$ cat src/rtl/stream_extremum.sv
// rtl/stream_extremum.sv - streaming max/min finder with index and count per frame
module stream_extremum #(
  parameter int WIDTH = 8,
  parameter int LEN   = 16,
  parameter int IDX_W = $clog2(LEN),
  parameter int CNT_W = $clog2(LEN + 1)
) (
  input  logic             clk,
  input  logic             rst_n,
  input  logic             in_valid,
  output logic             in_ready,
  input  logic [WIDTH-1:0] in_data,
  input  logic             in_last,
  input  logic             find_min,
  input  logic             is_signed,
  output logic             out_valid,
  input  logic             out_ready,
  output logic [WIDTH-1:0] out_value,
  output logic [IDX_W-1:0] out_index,
  output logic [CNT_W-1:0] out_count
);

  typedef enum logic {ACCUM, HOLD} state_t;

  state_t           state, state_next;
  logic [CNT_W-1:0] count;
  logic [WIDTH-1:0] best;
  logic [IDX_W-1:0] best_idx;
  logic             mode_min, mode_signed;

  logic             accept, first, frame_end, cur_min, cur_signed, better;
  logic [WIDTH-1:0] new_best;
  logic [IDX_W-1:0] new_idx;

  // Strict a > b; signed case decides on sign bits, then magnitude bits.
  function automatic logic greater(input logic [WIDTH-1:0] a, input logic [WIDTH-1:0] b,
                                   input logic sgn);
    if (sgn && (a[WIDTH-1] != b[WIDTH-1]))
      greater = ~a[WIDTH-1];
    else if (sgn)
      greater = a[WIDTH-2:0] > b[WIDTH-2:0];
    else
      greater = a > b;
  endfunction

  assign in_ready   = (state == ACCUM);
  assign out_valid  = (state == HOLD);
  assign accept     = in_valid & in_ready;
  assign first      = (count == '0);
  assign cur_min    = first ? find_min  : mode_min;
  assign cur_signed = first ? is_signed : mode_signed;
  assign better     = cur_min ? greater(best, in_data, cur_signed)
                              : greater(in_data, best, cur_signed);
  assign new_best   = (first || better) ? in_data : best;
  assign new_idx    = first ? '0 : (better ? count[IDX_W-1:0] : best_idx);
  assign frame_end  = accept & (in_last | (count == CNT_W'(LEN - 1)));

  always_ff @(posedge clk) begin
    if (!rst_n)
      state <= ACCUM;
    else
      state <= state_next;
  end

  always_comb begin
    state_next = state;
    case (state)
      ACCUM: if (frame_end) state_next = HOLD;
      HOLD:  if (out_ready) state_next = ACCUM;
      default: state_next = ACCUM;
    endcase
  end

  always_ff @(posedge clk) begin
    if (!rst_n) begin
      count       <= '0;
      best        <= '0;
      best_idx    <= '0;
      mode_min    <= 1'b0;
      mode_signed <= 1'b0;
      out_value   <= '0;
      out_index   <= '0;
      out_count   <= '0;
    end else begin
      if (accept) begin
        best     <= new_best;
        best_idx <= new_idx;
        count    <= count + CNT_W'(1);
        if (first) begin
          mode_min    <= find_min;
          mode_signed <= is_signed;
        end
        if (frame_end) begin
          out_value <= new_best;
          out_index <= new_idx;
          out_count <= count + CNT_W'(1);
        end
      end
      // Result registers stay untouched here so they hold through ACCUM.
      if (out_valid && out_ready)
        count <= '0;
    end
  end

endmodule

$ cat config.mk
export PLATFORM = sky130hd
export DESIGN_NAME = stream_extremum
export DESIGN_NICKNAME = d
export VERILOG_FILES = /design/src/rtl/stream_extremum.sv
export SDC_FILE = /design/constraint.sdc
export NUM_CORES = 1
export LEC_CHECK = 0
export ABC_AREA = 0
export CAP_MARGIN = 20
export CORE_ASPECT_RATIO = 0.75
export CORE_MARGIN = 2
export CORE_UTILIZATION = 50
export CTS_BUF_LIST = sky130_fd_sc_hd__clkbuf_8
export DETAILED_ROUTE_END_ITERATION = 8
export PLACE_DENSITY = 0.76
export SKIP_LAST_GASP = 1
export SLEW_MARGIN = 20
export SYNTH_ARGS = -nofsm -noshare
export SYNTH_HDL_FRONTEND = slang
export SYNTH_SLANG_ARGS = --single-unit
$ cat constraint.sdc
create_clock -name clk -period 3.6 [get_ports clk]
set_input_delay 0.54 -clock clk [delete_from_list [all_inputs] [get_ports clk]]
set_output_delay 0.54 -clock clk [all_outputs]
set_load 0.03 [all_outputs]
==> results of run 1 <==
==> flip-flops by register name, indices dropped and copies added, names as in the netlist <==
| name | cells |
|---|---|
| mode_signed | 1 |
| out_valid | 1 |
| count | 5 |
| out_count | 5 |
| best_idx | 4 |
| best | 8 |
| out_value | 8 |
| out_index | 4 |
| mode_min | 1 |
==> worst max-delay path, delay by kind of cell, from the launching register on <==
family	cells	cell delay, ns
and+or+nand+nor	3	1.24
AOI/OAI and AO/OA	3	0.68
DFF	1	0.38
muxes	1	0.27
adders and majority gates	1	0.15
buffers and inverters	1	0.12
==> report_power, final <==
part	leakage, nW	internal, mW	total, mW	switching (mW)
Clock	0.0519	0.129	0.273	0.143
Sequential	0.302	0.433	0.449	0.0161
Combinational	0.546	0.112	0.269	0.157
==> metrics by stage <==
step	total power, mW	setup WS [ns]
after floorplan	0.649	1.03
after global placement	0.720	0.599
after detailed placement	0.724	0.510
after CTS	0.992	0.691
after global routing	1.04	0.491
final	0.991	0.667
==> final timing paths <==
kind	startpoint	end	cells after the start
max reg2reg	count[0]	out_value[5]	9
min	out_count[1]	out_count[1]	2
max	count[0]	out_value[5]	9
min reg2reg	out_count[1]	out_count[1]	2
==> layer usage <==
| metal | GRT usage | share of wire | up-vias |
|---|---|---|---|
| met5 | 0 | 0 | - |
| met4 | 0.0701 | 0.0088 | 0 |
| met3 | 0.0592 | 0.086 | 4 |
| met2 | 0.343 | 0.42 | 63 |
| met1 | 0.292 | 0.49 | 807 |
| li1 | - | - | 885 |
==> cells by family after synthesis <==
family / synth area share
buffers and inverters: 0.0763
AND/OR/NAND/NOR: 0.158
adder cells (fa/ha/maj): 0.0705
multiplexers: 0.0833
AO/OA/AOI/OAI: 0.224
flip-flops: 0.379
XOR/XNOR: 0.00898
==> cell usage after synthesis (2+ instances only) <==
cell type,number
nand2b_1,2
nand3b_1,2
dfxtp_1,37
o21ai_1,6
nand3_1,12
buf_6,5
o21ai_0,15
mux2i_1,14
a21oi_1,9
nor2_1,22
ha_1,11
inv_1,14
a31oi_1,4
a211oi_1,16
buf_2,2
nand4_1,2
clkbuf_1,8
o32ai_1,2
nand2_1,23
a311oi_1,8
==> final cells by class <==
class	instances	area [um2]
Clock buffer	5	68.8
Clock inverter	3	11.3
Fill cell	341	1330
Inverter	14	52.6
Multi-Input combinational cell	162	1060
Sequential cell	37	741
Tap cell	52	65.1
Timing Repair Buffer	40	383
==> flow_summary.toml, run 1 <==
[outcome]
status = "finished, final reports clean"

[worst_setup_path]
crit_type = "register to register"
crit_slowest_cell = "or4b_4"
reg2reg_slack_ns = 0.67
startpoint_type = "register"
crit_path_end_kind = "register"
arrival_ns = 3.13
path_max_fanout = 18
worstPathRequired_ns = 3.80
crit_chain = "inv_1 > ha_1 > or4b_4 > mux2i_4 > or3_1 > a31oi_1 > a22oi_2 > and2_1 > a311oi_1"
slowest_delay_ns = 0.61

[sta]
worst_pin_slew_ns = 0.616
slew_violations = 0
min_period_ns = 2.93
finalHoldViolations = 0
max_slew_margin = 0.588
report.final.setup_viol = 0
rsz0062_at_grt = "false"
final.setup.tns_ns = 0
skew_ns = 0.00535
fin_crit_sh = 0.815
max_freq_mhz = 341
hold_ws_ns = 0.460

[detailed_routing]
drtAntennaViolNets = 0
via_per_inst = 5.62
drc = 0
drtPass1Iterations = 4
drt_iter0_markers = 108
vias = 1759
drt-wirelength-per-cell_um = 14.6
wl_um = 4560

[yosys]
yosysTopAreaCell = "dfxtp_1"
synth_edf_count = 0
synth.net_count = 254
synthFlopType = "dfxtp_1"
synth_seq_area_share = 0.379
avgSynthCellArea_um2 = 8.56
synth_top_area_frac = 0.379
async_reset_ff_frac = 0
synth.distinct_cells = 34
syn_inst = 228
netlist_top_cells_area = "dfxtp_1 38%, mux2i_1 7.2%, ha_1 7.1%, a211oi_1 6.2%, nand2_1 4.4%"
syn_area_um2 = 1950
synth_seq_cells = 37
ys_warn_count = 0

[global_route]
gr-usage-all-layers = 0.216
antenna_found_initial = 0
first_global_vias = 1669
gr-total-overflow = 0
grt_pass1_wl_um = 7610
grt_max_degree = 34

[cells_and_area]
final_common_cell = "dfxtp_1"
final_cells = 313
areaGrowthSynthToFinish_pct = 22.1
fin_nets = 286
post-route-util = 0.643
final_cell_mix = "37 x dfxtp_1, 33 x clkdlybuf4s50_1, 23 x nand2_1"
drive_gt1_frac = 0.0651
finalInstanceArea_um2 = 2380
diodes = 0

[clock_network]
cts_max_level = 2
cts-buffers-inserted = 5
postCtsSetupBuffers = 0
cts_buffer_depth = 2
cts_tree = "built"
cts_resized = 0
cts_hold_buf = 0
root_buffer = "clkbuf_8"
worstSkewPairLatency_ns = 0.29
path_clk_slew_ns = 0.07
cts.sinks = 37

[floorplan]
core-area_um2 = 3710
die_h_um = 58.1
initial_core_util = 0.526
die_x_um = 76.1
num_rows = 19
io_pins = 34
die-area_um2 = 4420

[worst_hold_path]
hp-class = "register to register"

[power_and_ir_drop]
p_per_area_nw_per_um2 = 416
ir_worst_vdd_mv = 0.274
p_leak_nw = 0.900

[placed_design]
post-dp-hpwl_um = 3110
globalplace.congestion = 0.856
numPlacedInstances = 305
port_buffers = 33
place_area_um2 = 2300

[run]
cap_violations = 0
Note: power is estimated with default switching activity, not from simulation.
==> run 2: changes to the inputs <==
--- a/config.mk
+++ b/config.mk
@@ -9,10 +9,10 @@
 export CAP_MARGIN = 20
 export CORE_ASPECT_RATIO = 0.75
 export CORE_MARGIN = 2
-export CORE_UTILIZATION = 50
+export CORE_UTILIZATION = 49
 export CTS_BUF_LIST = sky130_fd_sc_hd__clkbuf_8
 export DETAILED_ROUTE_END_ITERATION = 8
-export PLACE_DENSITY = 0.76
+export PLACE_DENSITY = 0.78
 export SKIP_LAST_GASP = 1
 export SLEW_MARGIN = 20
 export SYNTH_ARGS = -nofsm -noshare
==> constraint.sdc (replaced) <==
create_clock -name clk -period 2.4 [get_ports clk]
set_input_delay 0.36 -clock clk [delete_from_list [all_inputs] [get_ports clk]]
set_output_delay 0.36 -clock clk [all_outputs]
set_load 0.03 [all_outputs]
==> flow_summary.toml, run 2 (synthesis results as in run 1) <==
[worst_hold_path]
worstHoldStart = "out_count[1]"
hold_path_depth = 2
min_to = "out_count[1]"
hp-class = "register to register"

[worst_setup_path]
startpoint_type = "register"
crit_chain = "inv_1 > ha_1 > or4b_4 > mux2i_4 > or3_4 > a31oi_4 > a22oi_2 > a21oi_2 > buf_6 > mux2i_1"
rr_endpoint = "best[4]"
r2r-start = "count[1]"
crit_slowest_cell = "or4b_4"
reg2reg_slack_ns = -0.16
worstRegToRegCells = 10
arrival_ns = 2.79
crit_path_end_kind = "register"
worstPathRequired_ns = 2.62
slowest_delay_ns = 0.51
path_max_fanout = 4
crit_type = "register to register"

[cells_and_area]
post-route-util = 0.735
areaGrowthSynthToFinish_pct = 40.5
finalInstanceArea_um2 = 2740
final_common_cell = "dfxtp_1"
fillers = 286
multi_input_area_um2 = 1210
regArea_um2 = 742
diodes = 0
fin_nets = 308
final_cell_mix = "36 x dfxtp_1, 33 x clkdlybuf4s50_1, 23 x nand2_1"
reg_top3 = "best (8), out_value (8)"
drive_gt1_frac = 0.227

[clock_network]
path_clk_slew_ns = 0.07
cts_tree = "built"
cts_hold_buf = 0
cts-buffers-inserted = 5
root_buffer = "clkbuf_8"
cts_max_level = 2
cts.sinks = 37
worstSkewPairLatency_ns = 0.30
cts_buffer_depth = 2

[placed_design]
post-place-ws_ns = -0.331
place_area_um2 = 2460
port_buffers = 33
post-dp-hpwl_um = 3540
globalplace.congestion = 0.886

[global_route]
grt_pass1_wl_um = 7960
gr-usage-all-layers = 0.227
grt_max_degree = 24
antenna_found_initial = 0
first_global_vias = 1707
gr-total-overflow = 0

[sta]
slew_violations = 0
fin_crit_sh = 1.07
report.final.setup_viol = 24
worst_pin_slew_ns = 0.566
finalHoldViolations = 0
max_slew_margin = 0.622
max_freq_mhz = 390
min_period_ns = 2.56
skew_ns = 0.00685
final.setup.worst_slack_ns = -0.165
rsz0062_at_grt = "true"
final.setup.tns_ns = -2.85

[detailed_routing]
drt_iter0_markers = 99
via_per_inst = 5.60
drt-wirelength-per-cell_um = 15.1
drtPass1Iterations = 4
drtAntennaViolNets = 0
drc = 0
vias = 1872
wl_um = 5040

[floorplan]
initial_core_util = 0.523
core-area_um2 = 3730
die-area_um2 = 4510
die_x_um = 76.9
num_rows = 19
die_h_um = 58.7
io_pins = 34

[power_and_ir_drop]
p_leak_nw = 1.03
ir_worst_vdd_mv = 0.505
p_per_area_nw_per_um2 = 604

[run]
cap_violations = 0

[outcome]
status = "finished, violations left"
violations = "setup timing"
[run 2: cell types whose count changed in the layout (fill, tap and decap cells not counted), moves of 3 or more]
cell	delta
buf_4	+14
a211oi_1	-10
a211oi_2	+9
buf_6	+7
a311oi_1	-5
a311oi_2	+5
inv_1	-3
[run 2: per-stage QoR]
stage / cells / power (mW) / hold WS [ns]
CTS: 333 / 1.57 / 0.457
floorplan: 228 / 0.979 / 0.435
global placement: 326 / 1.11 / 0.444
finish: 334 / 1.66 / 0.453
detailed placement: 326 / 1.12 / 0.447
global route: 334 / 1.74 / 0.485
[run 2: metal layers]
metal / track usage / vias up / share of wire
li1: - / 931 / -
met1: 0.313 / 877 / 0.48
met2: 0.353 / 59 / 0.44
met3: 0.0721 / 5 / 0.071
met4: 0.0468 / 0 / 0.0068
met5: 0 / - / 0
[run 2: area by class of cell]
cell class | instances | share of cell area
Multi-Input combinational cell | 162 | 0.441
Sequential cell | 37 | 0.271
Timing Repair Buffer | 62 | 0.214
Clock buffer | 6 | 0.0301
Tap cell | 52 | 0.0237
Inverter | 14 | 0.0192
Clock inverter | 1 | 0.00137
[run 2: power by group]
part / switching [mW] / internal [mW]
registers: 0.0213 / 0.650
logic: 0.293 / 0.243
clock network: 0.226 / 0.224
[run 2: worst max-delay path by stage]
| stage | slack, ns | endpoint | from | cells after the start |
|---|---|---|---|---|
| after floorplan | -0.15 | best[0] | count[0] | 12 |
| after global placement | -0.25 | out_index[3] | in_data[7] | 10 |
| after detailed placement | -0.33 | out_value[1] | in_data[7] | 10 |
| after CTS | -0.11 | out_value[1] | count[0] | 10 |
| after global routing | -0.26 | out_value[6] | in_data[7] | 10 |
| final | -0.16 | best[4] | count[1] | 10 |
[run 2: critical path: cells and delay by family (launching register included)]
kind                       cells  cell delay, ns
AOI/OAI and AO/OA              3            0.54
adders and majority gates      1            0.14
buffers and inverters          2            0.22
DFF                            1            0.33
muxes                          2            0.42
and+or+nand+nor                2            0.85
[run 2: timing repair]
action | CTS | global route
endpoints found under the hold margin | 0 | 0
endpoints found under the setup margin | 24 | 24
pin swaps | 1 | 12
setup buffers | 0 | 1
resized for setup | 2 | 35
